===== config.mk =====
export PLATFORM = sky130hd
export DESIGN_NAME = ifu_fetch_queue
export DESIGN_NICKNAME = d
export VERILOG_FILES = /design/src/rtl/ifu_fetch_queue.sv
export SDC_FILE = /design/constraint.sdc
export NUM_CORES = 1
export LEC_CHECK = 0
export ABC_CLOCK_PERIOD_IN_PS = 6200
export CORE_ASPECT_RATIO = 0.6
export CORE_MARGIN = 2
export CORE_UTILIZATION = 46
export DETAILED_ROUTE_END_ITERATION = 12
export PLACE_DENSITY = 0.87
export SYNTH_ARGS = -nofsm -noshare
export SYNTH_HDL_FRONTEND = slang
export SYNTH_SLANG_ARGS = --single-unit

===== constraint.sdc =====
create_clock -name clk -period 6.2 [get_ports clk]
set_input_delay 1.24 -clock clk [delete_from_list [all_inputs] [get_ports clk]]
set_output_delay 1.24 -clock clk [all_outputs]
set_load 0.03 [all_outputs]

===== src/rtl/ifu_fetch_queue.sv =====
// ifu_fetch_queue: instruction fetch unit feeding the decode stage.
//
// Keeps the fetch PC and issues one instruction-memory read at a time. Returned words are
// queued with their PCs in a DEPTH-entry FIFO whose head is presented to decode. A redirect
// from execute flushes the FIFO and discards any response still in flight.
//
// Ports:
//   clk, rst                  clock (rising edge), synchronous active-high reset
//   mem_req_valid/ready/addr  instruction-memory read request channel
//   mem_rsp_valid/data        read response, one per accepted request
//   out_valid/ready/inst/pc   instruction handshake towards decode
//   redirect_valid/pc         single-cycle redirect pulse and its target PC

module ifu_fetch_queue #(
  parameter logic [31:0] RESET_PC = 32'h8000_0000,
  parameter int unsigned DEPTH    = 2
) (
  input  logic        clk,
  input  logic        rst,
  output logic        mem_req_valid,
  input  logic        mem_req_ready,
  output logic [31:0] mem_req_addr,
  input  logic        mem_rsp_valid,
  input  logic [31:0] mem_rsp_data,
  output logic        out_valid,
  input  logic        out_ready,
  output logic [31:0] out_inst,
  output logic [31:0] out_pc,
  input  logic        redirect_valid,
  input  logic [31:0] redirect_pc
);

  localparam int unsigned PtrW = $clog2(DEPTH);
  localparam int unsigned CntW = $clog2(DEPTH + 1);
  localparam logic [CntW-1:0] DepthC = CntW'(DEPTH);

  typedef enum logic [1:0] {StReq, StWait, StDrop} state_e;

  state_e          state_q, state_d;
  logic [31:0]     fetch_pc_q, fetch_pc_d;
  logic [31:0]     pending_pc_q, pending_pc_d;
  logic [CntW-1:0] count_q, count_d;
  logic [PtrW-1:0] wr_ptr_q, wr_ptr_d;
  logic [PtrW-1:0] rd_ptr_q, rd_ptr_d;

  logic [31:0] inst_mem [DEPTH];
  logic [31:0] pc_mem   [DEPTH];

  logic req_hs;
  logic push;
  logic pop;

  always_comb begin
    mem_req_valid = !rst && (state_q == StReq) && (count_q < DepthC);
    mem_req_addr  = fetch_pc_q;
    out_valid     = !rst && (count_q != '0);
    out_inst      = inst_mem[rd_ptr_q];
    out_pc        = pc_mem[rd_ptr_q];

    req_hs = mem_req_valid && mem_req_ready;
    // A response landing in a redirect cycle belongs to the old path.
    push   = (state_q == StWait) && mem_rsp_valid && !redirect_valid;
    pop    = out_valid && out_ready;
  end

  always_comb begin
    state_d      = state_q;
    fetch_pc_d   = fetch_pc_q;
    pending_pc_d = pending_pc_q;
    count_d      = count_q;
    wr_ptr_d     = wr_ptr_q;
    rd_ptr_d     = rd_ptr_q;

    unique case (state_q)
      StReq: begin
        if (req_hs) begin
          fetch_pc_d   = fetch_pc_q + 32'd4;
          pending_pc_d = fetch_pc_q;
          state_d      = StWait;
        end
      end
      StWait, StDrop: begin
        if (mem_rsp_valid) state_d = StReq;
      end
      default: state_d = StReq;
    endcase

    if (push) wr_ptr_d = wr_ptr_q + 1'b1;
    if (pop)  rd_ptr_d = rd_ptr_q + 1'b1;
    unique case ({push, pop})
      2'b10:   count_d = count_q + 1'b1;
      2'b01:   count_d = count_q - 1'b1;
      default: count_d = count_q;
    endcase

    if (redirect_valid) begin
      fetch_pc_d = {redirect_pc[31:2], 2'b00};
      count_d    = '0;
      wr_ptr_d   = '0;
      rd_ptr_d   = '0;
      // Any request still owed a response must have that response swallowed in StDrop.
      unique case (state_q)
        StReq:   state_d = req_hs ? StDrop : StReq;
        StWait:  state_d = mem_rsp_valid ? StReq : StDrop;
        StDrop:  state_d = mem_rsp_valid ? StReq : StDrop;
        default: state_d = StReq;
      endcase
    end
  end

  always_ff @(posedge clk) begin
    if (rst) begin
      state_q      <= StReq;
      fetch_pc_q   <= RESET_PC;
      pending_pc_q <= RESET_PC;
      count_q      <= '0;
      wr_ptr_q     <= '0;
      rd_ptr_q     <= '0;
    end else begin
      state_q      <= state_d;
      fetch_pc_q   <= fetch_pc_d;
      pending_pc_q <= pending_pc_d;
      count_q      <= count_d;
      wr_ptr_q     <= wr_ptr_d;
      rd_ptr_q     <= rd_ptr_d;
    end
  end

  // Storage needs no reset: entries are only read while count_q says they are valid.
  always_ff @(posedge clk) begin
    if (push && !rst) begin
      inst_mem[wr_ptr_q] <= mem_rsp_data;
      pc_mem[wr_ptr_q]   <= pending_pc_q;
    end
  end

endmodule


==> results.md <==
- The flow ran to the end, and the final reports show no timing, DRC or antenna violations.
- The kind of start point of the critical path is an input pin.
- The filler cells instantiated in the layout total 1305.
- The switching power of the nets is 0.632 mW.
- Measured along the y axis, the die boundary spans 104 µm.
- Timing would allow up to 0.252 GHz.
- The most common flop cell mapped by yosys is sky130_fd_sc_hd__edfxtp_1.
- For this run, the number of standard cells in the final layout without fillers is 990.
- The number of cells in the design after placement is 958.
- The distinct cell type count after synthesis is 47.
- The die area is 17800 µm².
- The final hold violation count is 0.
- The fraction of power consumed by combinational cells is 7.3%.
- The final cycle utilization of the critical path is 64.0%.
- Data on the critical path is required at its endpoint by 4960 ps.
- The number of DRC violations after detailed routing is 0.
- The post-synthesis cell count is 600.
- Along the worst hold path, the cell count comes to 0.
- Cells with a size suffix above 1 make up 14.4% of the layout.
- In this run the worst path has a maximum fanout of 68.
- The routed design could run at a clock period as short as 3970 ps.
- After synthesis the cells add up to 7700 µm².
- The via count of the first global-routing pass is 5327.
- The total number of nets in the final design is 824.
- After the first detailed-routing iteration, the DRC count stood at 513.
- The path type of the worst setup path is input pin to output port.
- In the final routed layout, each cell accounts on average for 18.3 µm.
- The register share of total power is 53.1%.
- The initial antenna violation count is 0.
- The post-placement worst setup slack is 2010 ps.
- Routability-driven placement finished with a final weighted congestion of 0.827.
- Measured in cells, the most critical reg-to-reg path has a length of 6.
- Entering global routing, the biggest net connects 69 pins.
- The worst endpoint data arrival time is 2730 ps.
- The classification of the worst-slack hold path is register to register.
- The total area of multi-input combinational cells is 2450 µm².
- In this run, synthesis inferred 124 flip-flops with an integrated enable.
- In this run switching power makes up 23.9% of total power.
- The quantity of gates resized following cts is 0.
- The clock transition at the register clock pins on the worst setup and hold paths after CTS is 70 ps.
- The number of endpoints failing setup at the final stage is 0.
- The half-perimeter wire length after detailed placement is 11600 µm.
- The first-pass detailed-route iteration total is 5.
- The diode insertion count for antenna repair is 0.
- The longest clock path from root to sink contains 2 buffers.
- TritonCTS built the clock tree.
- The number of violations of the max-capacitance limit is 0.
- The total of hold buffers inserted after clock tree synthesis is 0.
- The relative max-transition margin is 18.2%.
- Each instance of the synthesized netlist takes up on average 12.8 µm².
- For this block, the via count after detailed routing is 5476.
- The number of sinks on the clock net is 191.
- The starting utilization of the core area is 47.2%.
- The storage element area is 5070 µm².
- From synthesis to final layout, the design area changed by 31.1%.
- Across all hold checks on the routed design, the worst slack comes to 449 ps.
- Once the clock tree was built, the setup fixing pass inserted 0 buffers.
- In this run the tool buffered the top-level ports with 161 buffer cells.
- The clock network accounts for 39.6% of the total power.
- Using the TritonRoute via totals, the vias-per-cell ratio works out to 5.53.
- The power density over cell area is 263 nW/µm².
- The horizontal die dimension is 171 µm.
- Summing the sequential cell areas from Yosys gives 65.8% of the chip area.
- The buffer cell driving the clock tree root is sky130_fd_sc_hd__clkbuf_16.
- The routed wire length is 18100 µm.
- For this run, the share of the core covered by cells in the final layout is 61.9%.
- The global-route total usage across every layer is 20.2%.
- The worst-case setup margin in the final layout is 2230 ps.
- During synthesis, Yosys emitted a total of 0 warnings.
- The clock latency reported for the late side of the worst-skew pair is 430 ps.
- The post-synthesis async set-or-reset flop share is 0%.
- The count of final max-slew check failures is 0.
- The largest voltage drop on the vdd net is 0.142 mV.
- The first global-routing pass estimated 27700 µm of wire.
- The aggregate global routing overflow is 0.
- The number of nets still failing antenna checks after routing is 0.
- The clock tree synthesis step divided the H-tree into 4 levels.
- Synthesis inferred 191 register bits.
- The endpoint kind of the worst setup timing path is an output port.
- The analysis attributes to cell leakage a power of 3.35 nW.
- The cell-internal power is 2.02 mW.
- The total number of placement rows is 36.
- The area of the core is 16300 µm².
- The total CTS buffers is 17.
- The instance area at placement is 9510 µm².
- The total I/O pin count is 168.
- Setup repair after global routing left no endpoint under its margin.
- The final design area excluding fillers is 10100 µm².
- The clock arrives with 11.6 ps of skew.
- The slew at the pin closest to its max-slew limit is 1220 ps.
[logic make-up (layout without fill, tap and decap cells)]
group / count (synthesis) / after routing / synth area share, %
mux: 62 / 62 / 9.07
simple gates: 193 / 193 / 12.6
buf+inv: 48 / 207 / 2.63
xor+xnor: 12 / 12 / 1.37
flops: 191 / 191 / 65.8
other cells: 1 / 4 / 0.0487
fa+ha+maj: 5 / 5 / 0.813
compound gates: 88 / 88 / 7.61
[metrics by stage]
stage	total power, mW	TNS [ps]
CTS	2.66	0
detailed placement	1.63	0
global route	2.74	0
global placement	1.62	0
floorplan	1.52	-35490
finish	2.65	0
[flip-flops by register name, summed over array words and instances (netlist names), named ones only]
name,flops
wr_ptr_q,1
pc_mem,60
inst_mem,64
state_q,2
count_q,2
mem_req_addr,30
rd_ptr_q,1
pending_pc_q,30
[cell usage in the layout, fill, tap and decap left out, drive strengths merged, types with 6 or more instances in the layout]
cell	instances
a211oi	10
a21oi	36
a311oi	15
buf	6
clkbuf	20
clkdlybuf4s50	160
dfxtp	67
edfxtp	124
inv	15
mux2	62
nand2	77
nand3	15
nand4	12
nor2	32
nor3	6
o21ai	6
o31ai	11
or3	10
or4	15
xor2	7
[per-layer routing]
metal | vias to the layer above | global-route usage (%) | part of all wire, %
met1 | 2680 | 28.4 | 46
met4 | 0 | 4.78 | 1.1
met2 | 232 | 31.2 | 45
li1 | 2546 | - | -
met3 | 18 | 5.40 | 7.8
met5 | - | 0 | 0
[power groups by stage]
stage / combinational, mW / clock [mW] / sequential, mW
floorplan: 0.0703 / 0 / 1.45
global placement: 0.189 / 0 / 1.43
detailed placement: 0.193 / 0 / 1.43
CTS: 0.194 / 1.06 / 1.40
global route: 0.208 / 1.12 / 1.41
finish: 0.194 / 1.05 / 1.41
[layout make-up]
class,instances,area share (%)
clock buffer,20,4.54
clock inverter,12,1.15
inverter,9,0.335
multi-input combinational,364,24.3
sequential,191,50.3
tap,228,2.83
timing repair buffer,166,16.5
[synthesized netlist by cell type (all sizes together), types with 3 or more instances]
master / instances / area share (%)
and4: 5 / 0.57
nand4: 12 / 1.1
nand3: 15 / 0.98
clkbuf: 25 / 1.2
nor3b: 3 / 0.29
edfxtp: 124 / 48
inv: 8 / 0.39
buf: 14 / 0.98
ha: 5 / 0.81
a211oi: 10 / 0.98
o21ai: 6 / 0.39
and3: 4 / 0.33
xor2: 7 / 0.80
nand2: 77 / 3.8
or3: 10 / 0.81
a21oi: 36 / 2.3
nor2: 32 / 1.6
xnor2: 5 / 0.57
a311oi: 15 / 1.7
nor4: 4 / 0.33
or4: 15 / 1.5
mux2: 62 / 9.1
o31ai: 11 / 1.1
nor3: 6 / 0.39
dfxtp: 67 / 17
[final timing paths]
check / from / end / slack (ps)
setup / recovery: rst / out_valid / 2230
setup reg to reg: state_q[1] / mem_req_addr[16] / 3060
hold reg to reg: pending_pc_q[25] / pc_mem[0][25] / 450
hold / removal: pending_pc_q[25] / pc_mem[0][25] / 450
[worst max-delay path, cell delays in order]
cell and delay, ps:
sky130_fd_sc_hd__buf_2 80, sky130_fd_sc_hd__buf_4 550, sky130_fd_sc_hd__o21ba_2 260, sky130_fd_sc_hd__clkdlybuf4s50_1 590
Note: power is estimated with default switching activity, not from simulation.
